## config.mk

```make
export PLATFORM = sky130hd
export DESIGN_NAME = dsm_sample_sched
export DESIGN_NICKNAME = d
export VERILOG_FILES = /design/src/rtl/dsm_sample_sched_pkg.sv /design/src/rtl/dsm_pair_fifo.sv /design/src/rtl/dsm_sample_sched.sv
export SDC_FILE = /design/constraint.sdc
export NUM_CORES = 1
export LEC_CHECK = 0
export BUFFER_PORTS_ARGS = -buffer_cell sky130_fd_sc_hd__buf_2
export CAP_MARGIN = 5
export CORE_UTILIZATION = 62
export CTS_CLUSTER_SIZE = 8
export DETAILED_ROUTE_END_ITERATION = 8
export PLACE_DENSITY = 0.84
export SKIP_CTS_REPAIR_TIMING = 1
export SLEW_MARGIN = 10
export SYNTH_ARGS = -nofsm -noshare
export SYNTH_HDL_FRONTEND = slang
export SYNTH_SLANG_ARGS = --single-unit
```

## constraint.sdc

```tcl
create_clock -name clk -period 7.95 [get_ports clk]
set_input_delay 0 -clock clk [delete_from_list [all_inputs] [get_ports clk]]
set_output_delay 0 -clock clk [all_outputs]
set_load 0.03 [all_outputs]
```

## src/rtl/dsm_sample_sched_pkg.sv

```systemverilog
// Shared types and helpers for the delta-sigma sample scheduler.
package dsm_sample_sched_pkg;

  typedef enum logic [1:0] {
    ST_IDLE    = 2'd0,
    ST_RUN     = 2'd1,
    ST_STARVED = 2'd2
  } state_t;

  // Ceiling log2 usable in constant expressions (port widths, localparams).
  function automatic int clog2(input int value);
    int r;
    r = 0;
    for (int v = value - 1; v > 0; v = v >> 1) r++;
    return r;
  endfunction

  // Offset-binary zero: 2^(width-1).
  function automatic logic [31:0] midscale(input int width);
    return 32'd1 << (width - 1);
  endfunction

endpackage

```

## src/rtl/dsm_pair_fifo.sv

```systemverilog
// Synchronous FIFO of stereo pairs with an extra pointer bit to tell full
// from empty. Flush clears it in one cycle and overrides push and pop.
module dsm_pair_fifo
  import dsm_sample_sched_pkg::*;
#(
  parameter int WIDTH = 24,
  parameter int DEPTH = 4
) (
  input  logic                   clk,
  input  logic                   aclr_n,
  input  logic                   i_flush,
  input  logic                   i_push,
  input  logic                   i_pop,
  input  logic [WIDTH-1:0]       i_data,
  output logic [WIDTH-1:0]       o_data,
  output logic [clog2(DEPTH):0]  o_level,
  output logic                   o_full,
  output logic                   o_empty
);

  localparam int AW = clog2(DEPTH);

  logic [WIDTH-1:0] r_mem [DEPTH];
  logic [AW:0]      r_wr_ptr;
  logic [AW:0]      r_rd_ptr;
  logic             w_push_ok;
  logic             w_pop_ok;

  assign o_level   = r_wr_ptr - r_rd_ptr;
  assign o_full    = (o_level == (AW + 1)'(DEPTH));
  assign o_empty   = (o_level == '0);
  // A full FIFO refuses pushes even when a pop frees a slot this cycle.
  assign w_push_ok = i_push && !o_full && !i_flush;
  assign w_pop_ok  = i_pop && !o_empty && !i_flush;
  assign o_data    = r_mem[r_rd_ptr[AW-1:0]];

  // Pointer update; flush empties the FIFO by rewinding both pointers.
  // NOTE: sequential state uses <= so every flop samples pre-edge values.
  always_ff @(posedge clk or negedge aclr_n) begin
    if (!aclr_n) begin
      r_wr_ptr <= '0;
      r_rd_ptr <= '0;
    end else if (i_flush) begin
      r_wr_ptr <= '0;
      r_rd_ptr <= '0;
    end else begin
      if (w_push_ok) r_wr_ptr <= r_wr_ptr + (AW + 1)'(1);
      if (w_pop_ok)  r_rd_ptr <= r_rd_ptr + (AW + 1)'(1);
    end
  end

  // Storage write.
  // NOTE: the array has no reset; entries are only read after being written.
  always_ff @(posedge clk) begin
    if (w_push_ok) r_mem[r_wr_ptr[AW-1:0]] <= i_data;
  end

endmodule

```

## src/rtl/dsm_sample_sched.sv

```systemverilog
// Sample-rate scheduler: buffers stereo PCM pairs and presents one pair per
// sample tick to the delta-sigma modulator, handling prime/underrun/disable.
module dsm_sample_sched
  import dsm_sample_sched_pkg::*;
#(
  parameter int DSM_WIDTH   = 12,
  parameter int FIFO_DEPTH  = 4,
  parameter int PRIME_LEVEL = 2,
  parameter int DIV_WIDTH   = 16
) (
  input  logic                        clk,
  input  logic                        aclr_n,
  input  logic                        enable,
  input  logic [DIV_WIDTH-1:0]        rate_div,
  input  logic                        in_valid,
  output logic                        in_ready,
  input  logic [DSM_WIDTH-1:0]        in_left,
  input  logic [DSM_WIDTH-1:0]        in_right,
  output logic [DSM_WIDTH-1:0]        left_pcm,
  output logic [DSM_WIDTH-1:0]        right_pcm,
  output logic                        sample_tick,
  output logic [clog2(FIFO_DEPTH):0]  fifo_level,
  output logic                        running,
  output logic                        underrun,
  input  logic                        underrun_clr
);

  localparam int LVL_W = clog2(FIFO_DEPTH) + 1;
  localparam logic [DSM_WIDTH-1:0] MIDSCALE  = DSM_WIDTH'(midscale(DSM_WIDTH));
  localparam logic [LVL_W-1:0]     PRIME_LVL = LVL_W'(PRIME_LEVEL);

  state_t                  r_state;
  state_t                  w_next_state;
  logic [DIV_WIDTH-1:0]    r_cnt;
  logic                    w_tick;
  logic                    w_pop;
  logic                    w_starve;
  logic                    w_force_mid;
  logic                    w_full;
  logic                    w_empty;
  logic [2*DSM_WIDTH-1:0]  w_fifo_data;

  dsm_pair_fifo #(
    .WIDTH (2 * DSM_WIDTH),
    .DEPTH (FIFO_DEPTH)
  ) u_fifo (
    .clk     (clk),
    .aclr_n  (aclr_n),
    .i_flush (!enable),
    .i_push  (in_valid),
    .i_pop   (w_pop),
    .i_data  ({in_left, in_right}),
    .o_data  (w_fifo_data),
    .o_level (fifo_level),
    .o_full  (w_full),
    .o_empty (w_empty)
  );

  assign in_ready = !w_full;
  // Counter parked at 0 while disabled, so the first enabled cycle ticks.
  assign w_tick   = enable && (r_cnt == '0);

  // Rate divider: count down, reload rate_div on reaching zero.
  always_ff @(posedge clk or negedge aclr_n) begin
    if (!aclr_n)             r_cnt <= '0;
    else if (!enable)        r_cnt <= '0;
    else if (r_cnt == '0)    r_cnt <= rate_div;
    else                     r_cnt <= r_cnt - DIV_WIDTH'(1);
  end

  // FSM state register.
  always_ff @(posedge clk or negedge aclr_n) begin
    if (!aclr_n) r_state <= ST_IDLE;
    else         r_state <= w_next_state;
  end

  // FSM next-state logic; disable overrides every state.
  // NOTE: the default assignment first keeps this block free of latches.
  always_comb begin
    w_next_state = r_state;
    if (!enable) begin
      w_next_state = ST_IDLE;
    end else begin
      case (r_state)
        ST_IDLE:    if (fifo_level >= PRIME_LVL) w_next_state = ST_RUN;
        ST_RUN:     if (w_starve)                w_next_state = ST_STARVED;
        ST_STARVED: if (w_pop)                   w_next_state = ST_RUN;
        default:                                 w_next_state = ST_IDLE;
      endcase
    end
  end

  // FSM outputs: pop/starve decisions use the registered FIFO level, so a
  // same-cycle push into an empty FIFO is not seen by this tick.
  always_comb begin
    running     = (r_state != ST_IDLE);
    w_pop       = w_tick && running && !w_empty;
    w_starve    = w_tick && (r_state == ST_RUN) && w_empty;
    w_force_mid = !enable || (r_state == ST_IDLE);
  end

  // Modulator-facing registers: load a popped pair, park at midscale when
  // idle or disabled, otherwise hold the last sample.
  always_ff @(posedge clk or negedge aclr_n) begin
    if (!aclr_n) begin
      left_pcm    <= MIDSCALE;
      right_pcm   <= MIDSCALE;
      sample_tick <= 1'b0;
    end else begin
      sample_tick <= w_pop;
      if (w_pop) begin
        left_pcm  <= w_fifo_data[2*DSM_WIDTH-1:DSM_WIDTH];
        right_pcm <= w_fifo_data[DSM_WIDTH-1:0];
      end else if (w_force_mid) begin
        left_pcm  <= MIDSCALE;
        right_pcm <= MIDSCALE;
      end
    end
  end

  // Sticky underrun flag; a new underrun beats a simultaneous clear.
  always_ff @(posedge clk or negedge aclr_n) begin
    if (!aclr_n)           underrun <= 1'b0;
    else if (w_starve)     underrun <= 1'b1;
    else if (underrun_clr) underrun <= 1'b0;
  end

endmodule

```

Yosys cells after proc, flatten, opt, wreduce, memory -nomap -nowiden
Memory sizes are Yosys's and may differ from the RTL's.
Index checks and enable logic that the tools add are counted.
{ "op_classes": {"muxes": 18, "addsub": 4, "reduce_logical": 20, "eq_ne": 8, "order_cmp": 1} }
{ "ops": {"columns": ["cell", "n"], "rows": [
  ["12-bit two-way mux", 3],
  ["16-bit two-way mux", 2],
  ["16-bit zero test", 1],
  ["16-bit by 1-bit subtractor with 16-bit output, second input constant", 1],
  ["3-bit two-way mux", 4],
  ["1-bit logical AND", 9],
  ["2-bit two-way mux", 4],
  ["3-bit by 1-bit adder with 3-bit output, second input constant", 2],
  ["3-bit != test, second input constant", 2],
  ["2-bit one-hot mux with 3 select lines", 1],
  ["2-bit nonzero test", 3],
  ["1-bit two-way mux", 4],
  ["2-bit by 1-bit != test with 1-bit output, second input constant", 2],
  ["3-bit == test, second input constant", 1],
  ["3-bit by 2-bit greater-or-equal comparator with 1-bit output, second input constant", 1],
  ["1-bit zero test", 3],
  ["3-bit zero test", 1],
  ["3-bit by 2-bit != test with 1-bit output, second input constant", 1],
  ["3-bit AND reduction", 1],
  ["3-bit subtractor", 1],
  ["2-bit by 1-bit == test with 1-bit output, second input constant", 1],
  ["2-bit == test, second input constant", 1],
  ["2-bit zero test", 1],
  ["1-bit logical OR", 1]
]} }
{ "totals": {"mem_bits_rw": 96, "elab_cells": 60, "out_inout_bits": 31, "ff_bits": 50, "n_memories": 1, "input_bits": 45} }
{ "memory_table": {"columns": ["memory", "depth", "width", "read_ports", "rd_clocked_by_memory_dff", "wr", "line", "source"], "rows": [
  ["u_fifo.r_mem", 4, 24, 1, 0, 1, "dsm_pair_fifo.sv:23", "logic [WIDTH-1:0] r_mem [DEPTH];"]
]} }

Longest topological paths before layout
Gate-level depths: netlist (run 1).
{ "logic_depth": {"depth_word": 8, "mapped_depth": 9, "depth_no_buf": 7} }

Modules after synthesis
Synthesis (run 1) repeated with hierarchy kept, for this count alone.
{ "unflattened": {"hier_cells": 416, "area_unflattened_um2": 6147.1} }
{ "modules_own_cells": {"columns": ["mod", "instances", "cells_per_inst", "area_each_um2"], "rows": [
  ["dsm_pair_fifo", 1, 180, 3958.8],
  ["dsm_sample_sched", 1, 236, 2188.3]
]} }

Worst setup path after synthesis (run 1)
No wires, ideal clock.
{ "synth_path": {"path_kind": "reg-to-reg", "start": "register u_fifo.r_wr_ptr[0]", "end": "memory u_fifo.r_mem[0][0], enable pin", "stages_incl_launch_ff": 7, "path_buffers": 0, "t_required_ns": 7.567, "arrival_time_ns": 2.737, "slack_ns": 4.830, "setup_time_ns": 0.383, "synth_period_minus_slack_ns": 3.120, "path_cell_list": "dfrtp_1 > inv_1 > ha_1 > fa_1 > xor3_1 > a31oi_1 > and3_1"} }
{ "synth_between": {"elab_chain_cells": 7} }
{ "synth_lines": {"columns": ["element", "line", "source"], "rows": [
  ["start, declared", "dsm_pair_fifo.sv:24", "logic [AW:0] r_wr_ptr;"],
  ["start signal, assigned", "dsm_pair_fifo.sv:47", "if (w_push_ok) r_wr_ptr <= r_wr_ptr + (AW + 1)'(1);"],
  ["3-bit subtractor", "dsm_pair_fifo.sv:29", "assign o_level = r_wr_ptr - r_rd_ptr;"],
  ["named net fifo_level[2]", "dsm_sample_sched.sv:22", "output logic [clog2(FIFO_DEPTH):0] fifo_level,"],
  ["3-bit == test", "dsm_pair_fifo.sv:30", "assign o_full = (o_level == (AW + 1)'(DEPTH));"],
  ["1-bit zero test", "dsm_pair_fifo.sv:33", "assign w_push_ok = i_push && !o_full && !i_flush;"],
  ["1-bit logical AND (2 in a row)", "dsm_pair_fifo.sv:33", null],
  ["1-bit two-way mux", "dsm_pair_fifo.sv:55", "if (w_push_ok) r_mem[r_wr_ptr[AW-1:0]] <= i_data;"],
  ["1-bit two-way mux (not written as such)", "dsm_pair_fifo.sv:55", null],
  ["end, declared", "dsm_pair_fifo.sv:23", null]
]} }
The timed path passes the listed nets, and every way through them passes these cells.

Final worst setup path (run 1)
{ "layout_path": {"start": "register u_fifo.r_rd_ptr[0]", "end": "memory u_fifo.r_mem[2][11], enable pin"} }
{ "layout_between": {"elab_chain_cells": 7} }
{ "layout_lines": {"columns": ["element", "line", "source"], "rows": [
  ["start, declared", "dsm_pair_fifo.sv:25", "logic [AW:0] r_rd_ptr;"],
  ["start signal, assigned", "dsm_pair_fifo.sv:48", "if (w_pop_ok) r_rd_ptr <= r_rd_ptr + (AW + 1)'(1);"],
  ["3-bit subtractor", "dsm_pair_fifo.sv:29", null],
  ["3-bit == test", "dsm_pair_fifo.sv:30", null],
  ["1-bit zero test", "dsm_pair_fifo.sv:33", null],
  ["1-bit logical AND (2 in a row)", "dsm_pair_fifo.sv:33", null],
  ["1-bit two-way mux", "dsm_pair_fifo.sv:55", null],
  ["1-bit two-way mux (not written as such)", "dsm_pair_fifo.sv:55", null]
]} }
Every way passes these cells.

==> results of run 1 <==
==> per-stage QoR <==
step	area, µm²	utilization (%)	power, mW	setup WS [ps]	cells
5_1_grt	7710	79.3	2.24	3680	678
2_1_floorplan	6180	-	1.26	4830	408
6_report	7710	79.3	2.15	3990	678
3_5_place_dp	6630	68.1	1.36	3950	595
3_3_place_gp	6630	68.1	1.34	4130	595
4_1_cts	7190	73.9	2.12	3920	626
==> sequential cells by signal, summed over array words and instances, names as in the netlist <==
name,flops
u_fifo.r_mem,96
r_cnt,16
left_pcm,12
right_pcm,12
u_fifo.r_rd_ptr,3
u_fifo.r_wr_ptr,3
r_state,2
sample_tick,1
underrun,1
==> cell type report <==
type / instances / area, µm²
clock buffers: 17 / 414
flip-flops and latches: 146 / 4140
clock inverters: 14 / 146
multi-input cells: 224 / 1860
repair buffers: 133 / 941
fillers: 540 / 2020
inverters: 11 / 41.3
well taps: 133 / 166
==> critical path, cell delays in order, from the launching register on <==
cell     delay (ps)
dfrtp_2         720
ha_1            370
fa_1            370
xor3_1          510
a31oi_1         510
and3_1         1060
==> cells in the final DEF (no fill, tap or decap), types with 2 or more instances in the layout <==
cell type      netlist  routed
a211o_1              2       2
a211oi_1             3       3
a211oi_2             3       3
a21oi_1             29      29
a31oi_1              4       4
and3_1               6       5
buf_2                6      75
buf_4                3       6
bufinv_16            0       3
clkbuf_16            0      16
clkinv_1             0       5
clkinv_2             0       3
clkinvlp_4           0       3
dfrtp_1             48      47
dfstp_2              2       2
dlygate4sd3_1        0      52
edfxtp_1            96      96
ha_1                 8       8
inv_1               11      11
mux4_2              24      24
nand2_1             13      13
nand2b_1             3       3
nand3_1             29      29
nand4_1              4       4
nor2_1              15      15
nor3_1               3       3
nor4_2               2       2
nor4_4               2       2
o21ai_0             30      30
o21ai_1              2       2
o31ai_1              4       4
or2_2                2       2
or4_1                3       3
xnor2_1              5       5
xor2_1               6       6
==> cells by family (layout without fill, tap and decap cells) <==
family	Yosys count	count (layout)	synth area share, %
flip-flops	146	146	67.0
AND/OR/NAND/NOR	92	92	9.00
XOR/XNOR	12	12	1.94
buffers and inverters	38	175	2.86
adder cells (fa/ha/maj)	9	9	1.94
multiplexers	26	26	9.10
AO/OA/AOI/OAI	85	85	8.19
==> metal layers <==
layer | vias to the layer above | part of all wire [%] | track usage (%)
met1 | 2053 | 38 | 33.0
met5 | - | 0 | 0
met2 | 204 | 54 | 47.9
li1 | 1820 | - | -
met4 | 0 | 1.7 | 13.6
met3 | 29 | 6.5 | 6.83
==> power by group through the flow <==
stage / Sequential, mW / Clock, mW / Combinational [mW]
3_3_place_gp: 0.927 / 0 / 0.415
4_1_cts: 0.918 / 0.764 / 0.437
6_report: 0.920 / 0.759 / 0.471
3_5_place_dp: 0.932 / 0 / 0.432
2_1_floorplan: 0.921 / 0 / 0.341
5_1_grt: 0.924 / 0.797 / 0.513
==> path summary, 6_finish.rpt <==
check / slack, ps / from / endpoint
max in group asynchronous: 7330 / aclr_n / u_fifo.r_rd_ptr[0]
max reg2reg: 3990 / u_fifo.r_rd_ptr[0] / u_fifo.r_mem[2][11]
min: -30 / rate_div[14] / r_cnt[14]
min reg2reg: 520 / r_cnt[0] / r_cnt[0]
max: 3990 / u_fifo.r_rd_ptr[0] / u_fifo.r_mem[2][11]
min in group asynchronous: 140 / aclr_n / r_cnt[8]
==> flow_summary.json, run 1 <==
{
  "fin_hold_ws_ps": -30.7,
  "pin_count": 76,
  "final-setup-viol-count": 0,
  "maxCapViolCount": 0,
  "synth.avg_cell_area_um2": 15.1,
  "power.density_mw_per_mm2": 279,
  "drc": 0,
  "fin_crit_ps": 3960,
  "fp.dieH_um": 102,
  "nets": 587,
  "p_leak_nw": 2.93,
  "combPwrFrac_pct": 21.9,
  "switching_share_pct": 29.3,
  "p_clk_share_pct": 35.3,
  "critPathRequiredTime_ps": 8080,
  "wl_per_cell_um": 20.9,
  "area_growth_pct": 24.9,
  "path_clk_slew_ps": 60,
  "worstPathArrival_ps": 4090,
  "netlist_top_cells_area": "edfxtp_1, dfrtp_1, mux4_2",
  "synth_area_leader_cell": "edfxtp_1",
  "rows": 36,
  "finalCritPeriodShare_pct": 49.8,
  "syn_area_mm2": 0.00618,
  "clock_latency_ps": 520,
  "overflow": 0,
  "cp-start-kind": "flip-flop",
  "cts_max_path_buffers": 2,
  "cts.sinks": 146,
  "synth_edf_count": 96,
  "crit_type": "flip-flop to flip-flop",
  "synth_top_area_share_pct": 46.7,
  "htree_levels": 4,
  "power.switching_mw": 0.631,
  "r2r_cells": 5,
  "yosysMostFrequentCell": "edfxtp_1",
  "synth_fp_nets": 462,
  "synthArstFlopShare_pct": 34.2,
  "synth_seq_area_share_pct": 67.0,
  "netlist_top_cells_count": "edfxtp_1, dfrtp_1, o21ai_0, a21oi_1, nand3_1",
  "grt.total_usage_pct": 27.9,
  "timing.fmax_mhz": 252,
  "critPathMaxFanout": 28,
  "yosys_warnings": 0,
  "dieArea_mm2": 0.0104,
  "power.internal_mw": 1.52,
  "grt_max_degree": 51,
  "slew_headroom_pct": 18.5,
  "start_util_pct": 63.5,
  "gp_congestion": 0.812,
  "final-max-slew-violation-count": 0,
  "layout-drive-gt1-share_pct": 27.3,
  "grt_pass1_vias": 4082,
  "clock-root-buffer": "clkbuf_8",
  "port_buffers": 75,
  "n_antenna_cell": 0,
  "finalHoldViolations": 1,
  "synth_top_flop_cell": "edfxtp_1",
  "dr.first_iter.drc_count": 402,
  "die_w_um": 102,
  "final_antenna_net_count": 0,
  "vias_per_cell": 6.06,
  "power_frac_seq_pct": 42.8,
  "finalSetupTns_ps": 0,
  "end_kind": "flip-flop",
  "grt_first_pass_wirelength_um": 20400,
  "core-area_mm2": 0.00973,
  "rsz0062_at_grt": "no",
  "hp-class": "input port to flip-flop",
  "worst_slew_pin_slew_ps": 1220,
  "hold_depth": 4,
  "ys_ff_latch": 146,
  "antenna_found_initial": 0,
  "vdd_drop_max_mv": 0.173,
  "violations": "hold timing",
  "dpl.hpwl_um": 7960,
  "vias": 4106,
  "yosysUniqueCellTypes": 53,
  "cts_tree": "yes",
  "synthCells": 408,
  "wirelength_um": 14200,
  "firstDrtPassIters": 6,
  "status": "finished with violations",
  "numCtsBuffers": 17,
  "finClkSkew_ps": 8.89
}
(Power assumes the default switching activity.)
==> run 2: changes to the inputs <==
Settings changed: ABC_AREA set to 1, CORE_UTILIZATION 62 to 52, PLACE_DENSITY 0.84 to 0.75.
Clock period 7.95 ns to 3.6 ns, I/O delays scaled along.
==> flow_summary.json, run 2 <==
{
  "status": "finished with violations",
  "violations": "hold timing",
  "path_clk_slew_ps": 60,
  "vias": 4561,
  "ys_ff_latch": 146,
  "clock-root-buffer": "clkbuf_16",
  "synth_seq_area_share_pct": 63.7,
  "final-max-slew-violation-count": 0,
  "synth_mux_area_share_pct": 0,
  "synth_area_leader_cell": "edfxtp_1",
  "fp.dieH_um": 114,
  "fin_crit_ps": 2660,
  "worstPathArrival_ps": 2730,
  "finalCritPeriodShare_pct": 73.8,
  "fin_hold_ws_ps": -35.5,
  "p_leak_nw": 3.39,
  "final-setup-viol-count": 0,
  "synth_top_family_by_area": "simple AND/OR/NAND/NOR gates",
  "dpl.hpwl_um": 8220,
  "cts_tree": "yes",
  "vdd_drop_max_mv": 0.322,
  "crit_type": "flip-flop to flip-flop",
  "synth_xor_area_share_pct": 1.35,
  "die_w_um": 114,
  "antenna_found_initial": 0,
  "hp-class": "input port to flip-flop",
  "yosys_warnings": 0,
  "synth_top_flop_cell": "edfxtp_1",
  "timing.fmax_mhz": 376,
  "overflow": 0,
  "dieArea_mm2": 0.0129,
  "syn_area_mm2": 0.00650,
  "cp-start-kind": "flip-flop",
  "layout_common_cells": "nand2_1, edfxtp_1, buf_2, dfrtp_1, dlygate4sd3_1",
  "vias_per_cell": 5.31,
  "nets": 732,
  "utilization_pct": 65.8,
  "finClkSkew_ps": 10.4,
  "yosys.area_share.simple_pct": 16.5,
  "cts_max_path_buffers": 2,
  "synth_fp_nets": 616,
  "synthArstFlopShare_pct": 34.2,
  "rsz0062_at_grt": "no",
  "critPathMaxFanout": 24,
  "netlist_top_cells_area": "edfxtp_1, dfrtp_1, nand2_1",
  "rows": 40,
  "cts.sinks": 146,
  "finalSetupTns_ps": 0,
  "port_buffers": 75,
  "layout-drive-gt1-share_pct": 27.6,
  "clock_latency_ps": 420,
  "power.density_mw_per_mm2": 600,
  "largest_reg_flops": 96,
  "end_kind": "flip-flop",
  "setup_ws_ps": 942,
  "yosysUniqueCellTypes": 36,
  "wirelength_um": 13800,
  "final_common_cell": "nand2_1",
  "pre_cts_slack_ps": 954,
  "core-area_mm2": 0.0121,
  "synthCells": 562,
  "grt.total_usage_pct": 22.4,
  "ff2ff_setup_slack_ps": 940,
  "grt_first_pass_wirelength_um": 21800,
  "yosysMostFrequentCell": "nand2_1",
  "worst_slew_pin_slew_ps": 918,
  "netlist_top_cells_count": "nand2_1, edfxtp_1, dfrtp_1, nor2_1",
  "maxCapViolCount": 0,
  "finalHoldViolations": 3,
  "critPathRequiredTime_ps": 3670,
  "synth.avg_cell_area_um2": 11.6,
  "synth_compound_area_share_pct": 11.8,
  "synth_edf_count": 96,
  "wl_per_cell_um": 16.1,
  "synthAdderAreaFrac_pct": 1.85,
  "slew_headroom_pct": 38.6,
  "start_util_pct": 53.7,
  "synth_top_area_share_pct": 44.4,
  "grt_max_degree": 52,
  "drc": 0,
  "grt_pass1_vias": 4459,
  "final_antenna_net_count": 0,
  "firstDrtPassIters": 4,
  "numCtsBuffers": 17,
  "dr.first_iter.drc_count": 315,
  "area_growth_pct": 22.7,
  "gp_congestion": 0.854,
  "n_antenna_cell": 0,
  "htree_levels": 4,
  "pin_count": 76
}
## run 2: final timing paths
check	end	cells after the start	from
max	u_fifo.r_mem[0][1]	11	u_fifo.r_wr_ptr[0]
min	r_cnt[12]	4	rate_div[12]
max reg2reg	u_fifo.r_mem[0][1]	11	u_fifo.r_wr_ptr[0]
min reg2reg	r_cnt[0]	1	r_cnt[0]
max in group asynchronous	u_fifo.r_rd_ptr[0]	3	aclr_n
min in group asynchronous	r_cnt[13]	3	aclr_n
## run 2: per-layer routing
layer / global-route usage [%] / routed length, µm / share of wire (%)
met5: 0 / 0 / 0
met4: 8.83 / 214 / 1.6
met3: 5.53 / 733 / 5.3
met2: 37.6 / 7050 / 51
met1: 28.2 / 5790 / 42
## run 2: through the flow
step | area [µm²] | std cells | hold WS [ps] | power [mW]
2_1_floorplan | 6500 | 562 | -296 | 2.86
3_3_place_gp | 7000 | 786 | 156 | 3.08
3_5_place_dp | 7000 | 786 | 165 | 3.11
4_1_cts | 7560 | 818 | -280 | 4.76
5_1_grt | 7970 | 859 | 6.80 | 5.02
6_report | 7970 | 859 | -35.5 | 4.79
## run 2: cells by family after synthesis
group                    after synthesis
AO/OA/AOI/OAI                        113
XOR/XNOR                              10
adder cells (fa/ha/maj)                9
buffers and inverters                 71
flip-flops                           146
AND/OR/NAND/NOR                      213
## run 2: report_power, final
part           switching [mW]  leakage, nW  internal, mW
registers              0.0887         1.55          1.92
logic                   0.760         1.57         0.374
clock network           0.689        0.272         0.960
total                    1.54         3.39          3.25
## run 2: layout make-up
class	instances	area [µm²]
timing repair buffer	122	831
sequential	146	4140
fill	911	4140
tap	168	210
clock inverter	14	134
clock buffer	18	429
multi-input combinational	345	2060
inverter	46	173
## run 2: critical path, stage by stage (launching register included)
cell and delay (ps):
dfrtp_1 400, inv_1 150, ha_1 190, fa_1 430, nand2_1 100, inv_1 60, nand2_1 100, nand2_1 110
inv_1 120, nand2_1 150, nor2_2 130, buf_4 370
